File: src/rtl/exec_adder_pipe.sv
// Two-stage pipelined execution adder (ADD/SUB/branch-target/PC+4) with valid/ready
// handshakes, carry/overflow/zero flags and a saturating overflow-event counter.
module exec_adder_pipe #(
  parameter int WIDTH = 32,
  parameter int CNT_W = 8
) (
  input  logic             clk,
  input  logic             rst_n,
  input  logic             in_valid,
  output logic             in_ready,
  input  logic [WIDTH-1:0] in_a,
  input  logic [WIDTH-1:0] in_b,
  input  logic [1:0]       in_op,
  output logic             out_valid,
  input  logic             out_ready,
  output logic [WIDTH-1:0] out_sum,
  output logic             out_carry,
  output logic             out_ovf,
  output logic             out_zero,
  input  logic             ovf_clr,
  output logic [CNT_W-1:0] ovf_count
);
  localparam int H = WIDTH / 2;

  logic [WIDTH-1:0] b_eff_s;
  logic             cin_s;
  logic [H:0]       lo_full_s;
  logic             s1_adv_s;
  logic             in_fire_s;
  logic             out_fire_s;

  logic             s1_valid_r;
  logic [H-1:0]     s1_lo_r;
  logic             s1_c_lo_r;
  logic [H-1:0]     s1_a_hi_r;
  logic [H-1:0]     s1_b_hi_r;

  logic [H:0]       hi_full_s;
  logic [WIDTH-1:0] sum_s;
  logic             ovf_s;

  logic             s2_valid_r;
  logic [WIDTH-1:0] out_sum_r;
  logic             out_carry_r;
  logic             out_ovf_r;
  logic             out_zero_r;
  logic [CNT_W-1:0] ovf_count_r;

  // Select the effective B operand and carry-in for the requested operation
  always_comb begin
    b_eff_s = in_b;
    cin_s   = 1'b0;
    case (in_op)
      2'b00: begin
        b_eff_s = in_b;
        cin_s   = 1'b0;
      end
      2'b01: begin
        b_eff_s = ~in_b;
        cin_s   = 1'b1;
      end
      2'b10: begin
        b_eff_s = {in_b[WIDTH-3:0], 2'b00};
        cin_s   = 1'b0;
      end
      2'b11: begin
        b_eff_s = {{(WIDTH-3){1'b0}}, 3'b100};
        cin_s   = 1'b0;
      end
      default: begin
        b_eff_s = in_b;
        cin_s   = 1'b0;
      end
    endcase
  end

  assign lo_full_s  = {1'b0, in_a[H-1:0]} + {1'b0, b_eff_s[H-1:0]} + {{H{1'b0}}, cin_s};
  assign s1_adv_s   = s1_valid_r && (!s2_valid_r || out_ready);
  assign in_ready   = !s1_valid_r || s1_adv_s;
  assign in_fire_s  = in_valid && in_ready;
  assign out_fire_s = s2_valid_r && out_ready;

  // The upper half finishes the carry chain; signs come from the top of the registered halves
  assign hi_full_s = {1'b0, s1_a_hi_r} + {1'b0, s1_b_hi_r} + {{H{1'b0}}, s1_c_lo_r};
  assign sum_s     = {hi_full_s[H-1:0], s1_lo_r};
  assign ovf_s     = (s1_a_hi_r[H-1] == s1_b_hi_r[H-1]) && (sum_s[WIDTH-1] != s1_a_hi_r[H-1]);

  // Stage 1: low-half sum and the upper operand halves
  always_ff @(posedge clk) begin
    if (!rst_n) begin
      s1_valid_r <= 1'b0;
      s1_lo_r    <= {H{1'b0}};
      s1_c_lo_r  <= 1'b0;
      s1_a_hi_r  <= {H{1'b0}};
      s1_b_hi_r  <= {H{1'b0}};
    end else begin
      s1_valid_r <= in_fire_s || (s1_valid_r && !s1_adv_s);
      if (in_fire_s) begin
        s1_lo_r   <= lo_full_s[H-1:0];
        s1_c_lo_r <= lo_full_s[H];
        s1_a_hi_r <= in_a[WIDTH-1:H];
        s1_b_hi_r <= b_eff_s[WIDTH-1:H];
      end
    end
  end

  // Stage 2: full result and flags, held while the consumer stalls
  always_ff @(posedge clk) begin
    if (!rst_n) begin
      s2_valid_r  <= 1'b0;
      out_sum_r   <= {WIDTH{1'b0}};
      out_carry_r <= 1'b0;
      out_ovf_r   <= 1'b0;
      out_zero_r  <= 1'b0;
    end else begin
      s2_valid_r <= s1_adv_s || (s2_valid_r && !out_ready);
      if (s1_adv_s) begin
        out_sum_r   <= sum_s;
        out_carry_r <= hi_full_s[H];
        out_ovf_r   <= ovf_s;
        out_zero_r  <= (sum_s == {WIDTH{1'b0}});
      end
    end
  end

  // Overflow event counter; clear has priority over a same-cycle increment
  always_ff @(posedge clk) begin
    if (!rst_n) begin
      ovf_count_r <= {CNT_W{1'b0}};
    end else if (ovf_clr) begin
      ovf_count_r <= {CNT_W{1'b0}};
    end else if (out_fire_s && out_ovf_r && (ovf_count_r != {CNT_W{1'b1}})) begin
      ovf_count_r <= ovf_count_r + {{(CNT_W-1){1'b0}}, 1'b1};
    end else begin
      ovf_count_r <= ovf_count_r;
    end
  end

  assign out_valid = s2_valid_r;
  assign out_sum   = out_sum_r;
  assign out_carry = out_carry_r;
  assign out_ovf   = out_ovf_r;
  assign out_zero  = out_zero_r;
  assign ovf_count = ovf_count_r;
endmodule
File: config.mk
export PLATFORM = sky130hd
export DESIGN_NAME = exec_adder_pipe
export DESIGN_NICKNAME = d
export VERILOG_FILES = /design/src/rtl/exec_adder_pipe.sv
export SDC_FILE = /design/constraint.sdc
export NUM_CORES = 1
export LEC_CHECK = 0
export ABC_CLOCK_PERIOD_IN_PS = 8000
export CAP_MARGIN = 10
export CORE_UTILIZATION = 50
export CTS_CLUSTER_SIZE = 14
export DETAILED_ROUTE_END_ITERATION = 6
export PLACE_DENSITY = 0.79
export SYNTH_ARGS = -nofsm -noshare
export SYNTH_HDL_FRONTEND = slang
export SYNTH_SLANG_ARGS = --single-unit
File: constraint.sdc
create_clock -name clk -period 8 [get_ports clk]
set_input_delay 1.6 -clock clk [delete_from_list [all_inputs] [get_ports clk]]
set_output_delay 1.6 -clock clk [all_outputs]
set_load 0.02 [all_outputs]
After elaboration in Yosys (flattened, before gate mapping)
Index checks and enable logic that the tools add are counted.
{"block": "op_classes", "n_addsub": 5, "n_eq_ne": 6, "mux": 2, "bitwise": 2, "n_reduce_logical": 20}
{"cell": "32-bit case mux with 4 select lines", "count": 1}
{"cell": "16-bit by 16-bit adder with 17-bit output", "count": 2}
{"cell": "17-bit by 1-bit adder with 17-bit output", "count": 2}
{"cell": "32-bit logical NOT", "count": 1}
{"cell": "32-bit NOT", "count": 1}
{"cell": "8-bit by 1-bit adder with 8-bit output, second input constant", "count": 1}
{"cell": "1-bit logical AND", "count": 8}
{"cell": "8-bit inequality test, second input constant", "count": 1}
{"cell": "2-bit == test, second input constant", "count": 2}
{"cell": "1-bit logical NOT", "count": 4}
{"cell": "1-bit logical OR", "count": 4}
{"cell": "3-bit OR reduction", "count": 1}
{"cell": "2-bit by 1-bit == test with 1-bit output, second input constant", "count": 1}
{"cell": "2-bit logical NOT", "count": 1}
{"cell": "1-bit case mux with 2 select lines", "count": 1}
{"cell": "2-bit OR reduction", "count": 1}
{"cell": "1-bit == test", "count": 1}
{"cell": "1-bit inequality test", "count": 1}
{"cell": "1-bit NOT", "count": 1}
{"block": "totals", "ff_bits": 94, "elab_cells": 46}

Depth between registers and ports, before layout
{"block": "depth", "depth_word": 6, "mapped_depth": 15}

Worst setup path after synthesis
No wires, ideal clock.
{"block": "synth_path", "path_kind": "in2reg", "start": "input in_op[1]", "end": "register s1_c_lo_r", "setup_ns": 0.134, "arrival_ns": 4.535, "path_slack_ns": 3.332, "stages": 15, "path_cell_list": "clkbuf_1 -> clkbuf_1 -> clkbuf_1 -> nor2_1 -> fa_1 -> inv_1 -> fa_1 -> and2b_1 -> o21a_1 -> o21ai_1 -> a21oi_1 -> nor3_2 -> o31ai_1 -> a2111oi_0 -> nor4_1"}
{"block": "synth_between", "elab_chain_len": 4}
{"element": "start: declaration", "line": "13", "source": "input logic [1:0] in_op,"}
{"element": "2-bit == test, or another cell as far along", "line": "53", "source": "case (in_op)"}
{"element": "32-bit case mux with 4 select lines or 3-bit OR reduction (tied branches)"}
{"element": "16-bit by 16-bit adder with 17-bit output or 1-bit case mux with 2 select lines (tied branches)", "line": "77, 53"}
{"element": "17-bit by 1-bit adder with 17-bit output *", "line": "77", "source": "assign lo_full_s = {1'b0, in_a[H-1:0]} + {1'b0, b_eff_s[H-1:0]} + {{H{1'b0}}, cin_s};"}
{"element": "end signal: assignment", "line": "100", "source": "s1_c_lo_r <= lo_full_s[H];"}
{"element": "end: declaration", "line": "34", "source": "logic s1_c_lo_r;"}
Mark *: on every way between the ends. The rest lies on a longest branch, timed or not.
A chain may end at the register's enable or synchronous reset.

Final worst setup path
{"block": "layout_path", "start": "input in_op[0]", "end": "register s1_c_lo_r"}
The elaborated chain is that of the path after synthesis.

==> results.json <==
{
  "outcome": "finished clean",
  "dp_hpwl_mm": 10.2,
  "cts-resized-gates": 0,
  "dr.pass1.iters": 7,
  "final_util_pct": 65.7,
  "clk_latency_ns": 0.37,
  "wire_per_inst_um": 14.1,
  "worst_pin_slew_ns": 1.14,
  "cts.sinks": 94,
  "slowest_delay_ns": 0.85,
  "cts_root_buffer": "clkbuf_8",
  "synth_ff_type": "dfxtp_1",
  "power_density_mw_per_mm2": 169,
  "clockBufferDepth": 2,
  "ys_warn_count": 0,
  "die_area_sq_mm": 0.0114,
  "place_congestion": 0.934,
  "grt_pass1_vias": 4564,
  "crit_chain": "buf_2 -> xnor2_1 -> nor2_1 -> fa_1 -> inv_1 -> fa_1 -> and2b_1 -> o21a_1 -> o21ai_1 -> a21oi_1 -> nor3_2 -> o31ai_1 -> a2111oi_0 -> nor4_1",
  "setup_violations": 0,
  "final_area_sq_mm": 0.00691,
  "min_period_ns": 4.89,
  "rsz0062_at_grt": "no",
  "grt_max_degree": 64,
  "io_pins": 116,
  "synth_edf_count": 0,
  "ys_top_cells_by_area": "dfxtp_1 (34%), nand2_1 (7.8%), a21oi_1 (7.1%)",
  "postCtsHoldBufs": 0,
  "portBuffers": 115,
  "wirelength_mm": 13.1,
  "min-delay-start": "out_sum[12]",
  "hold_violations": 0,
  "syn-cell-area_sq_mm": 0.00550,
  "clkSlewWorstSetupHoldPaths_ns": 0.08,
  "fillers": 926,
  "placedInstanceArea_sq_mm": 0.00668,
  "cts_inserted_buffers": 9,
  "cts_tree": "yes",
  "drv_cap": 0,
  "yosysMostFrequentCell": "nand2_1",
  "layout-drive-gt1-share_pct": 4.28,
  "finClkSkew_ns": 0.00776,
  "syn_inst": 702,
  "ys_ff_latch": 94,
  "via_per_inst": 5.51,
  "crit_start": "in_op[0]",
  "syn_nets": 808,
  "yosysUniqueCellTypes": 55,
  "cp_common_cell": "fa_1",
  "worst_ep_required_time_ns": 8.23,
  "ir_drop_mv": 0.0811,
  "track_usage_pct": 23.4,
  "die_h_um": 107,
  "yosysTopAreaCell": "dfxtp_1",
  "max_freq_mhz": 204,
  "antenna_found_initial": 0,
  "critPathLaunchType": "input port",
  "num_vias": 5128,
  "cpMaxStageDelayCell": "buf_2",
  "nets": 896,
  "cp.arrival_ns": 5.12,
  "start_util_pct": 52.3,
  "min_path_type": "flop to flop",
  "htree_levels": 3,
  "rows": 37,
  "netlist.area_leader.share_pct": 34.2,
  "drv_slew": 0,
  "ys_seq_area_share_pct": 34.2,
  "synth_commonest_cells": "nand2_1 (115), dfxtp_1 (94), a21oi_1 (78)",
  "post_cts_buffers": 0,
  "fin_setup_tns_ns": 0,
  "fin_hold_ws_ns": 0.460,
  "slew_headroom_pct": 23.7,
  "synthArstFlopShare_pct": 0,
  "drt_iter0_markers": 256,
  "antenna_cells": 0,
  "core_area_sq_mm": 0.0105,
  "drc": 0,
  "avgSynthCellArea_sq_um": 7.83,
  "area_growth_pct": 25.6,
  "critPathMaxFanout": 63,
  "path_class": "input port to flop",
  "grt_overflow": 0,
  "p_leak_uw": 0.00253,
  "ant_nets": 0,
  "grt_pass1_wl_mm": 21.3,
  "dp_worst_setup_slack_ns": 2.76,
  "timing.rr.start": "s1_c_lo_r",
  "die_x_um": 107,
  "setup_ws_ns": 3.11,
  "post-route-period-util_pct": 61.1,
  "cp-end-kind": "flop"
}
==> final timing paths <==
| path | end | slack [ns] | cells past startpoint |
|---|---|---|---|
| hold / removal | out_sum[12] | 0.46 | 2 |
| hold reg to reg | out_sum[12] | 0.46 | 2 |
| setup reg to reg | out_zero | 4.97 | 10 |
| setup / recovery | s1_c_lo_r | 3.11 | 14 |
==> critical path: cells and delay by family <==
kind | cells | cell delay (ns)
buf+inv | 2 | 0.94
fa+ha+maj | 2 | 0.63
simple gates | 4 | 0.63
compound gates | 5 | 1.12
xor+xnor | 1 | 0.19
==> cells by family after synthesis <==
kind of cell	count (synthesis)	synth area share, %
AOI/OAI and AO/OA	184	20.2
xor gates and xnor gates	60	9.56
adders and majority gates	35	8.51
buffers and inverters	49	3.37
DFF	94	34.2
muxes	3	0.546
and+or+nand+nor	277	23.6
==> layout make-up <==
cell class	count	area [sq um]	share of cell area [%]
Timing Repair Buffer	119	1170	17.0
Inverter	7	26.3	0.381
Clock inverter	6	85.1	1.23
Multi-Input combinational cell	559	3430	49.7
Tap cell	136	170	2.46
Sequential cell	94	1880	27.3
Clock buffer	10	138	1.99
==> report_power, final <==
group	switching [uW]	total, uW	internal, uW	leakage, uW
combinational	159	301	142	0.00165
sequential	22.0	519	497	0.000770
clock	162	345	183	0.000108
total	343	1160	822	0.00253
==> metrics by stage <==
stage / instances / power [uW]
after floorplan: 702 / 727
after global placement: 915 / 820
after detailed placement: 915 / 828
after CTS: 931 / 1170
after global routing: 931 / 1230
final: 931 / 1160
==> cell usage in the layout (no fill, tap or decap), types with 3 or more instances in the layout <==
master,instances
a211oi_1,5
a21oi_1,78
a31oi_1,3
buf_4,4
clkbuf_8,10
clkdlybuf4s50_1,113
dfxtp_1,94
fa_1,4
ha_1,31
inv_1,6
mux2i_1,3
nand2_1,115
nand2b_1,6
nand3_1,17
nand3b_1,26
nand4_1,3
nor2_1,63
nor2b_1,5
nor3_1,15
nor4_1,7
o211ai_1,14
o21a_1,10
o21ai_0,42
o21ai_1,5
o31ai_1,4
or3_1,10
xnor2_1,43
xor2_1,17
==> state kept, by name (all words and copies together) (netlist names) <==
signal      cells
out_carry       1
out_ovf         1
out_valid       1
out_sum        32
ovf_count       8
s1_a_hi_r      16
s1_c_lo_r       1
out_zero        1
s1_valid_r      1
s1_lo_r        16
s1_b_hi_r      16
==> per-layer routing <==
metal / vias to the layer above / track usage, % / routed length (um)
li1: 2620 / - / -
met5: - / 0 / 0
met3: 16 / 2.55 / 671
met4: 0 / 8.90 / 215
met1: 2332 / 33.4 / 6500
met2: 160 / 36.1 / 5740
Power figures use the tool's default switching activity.
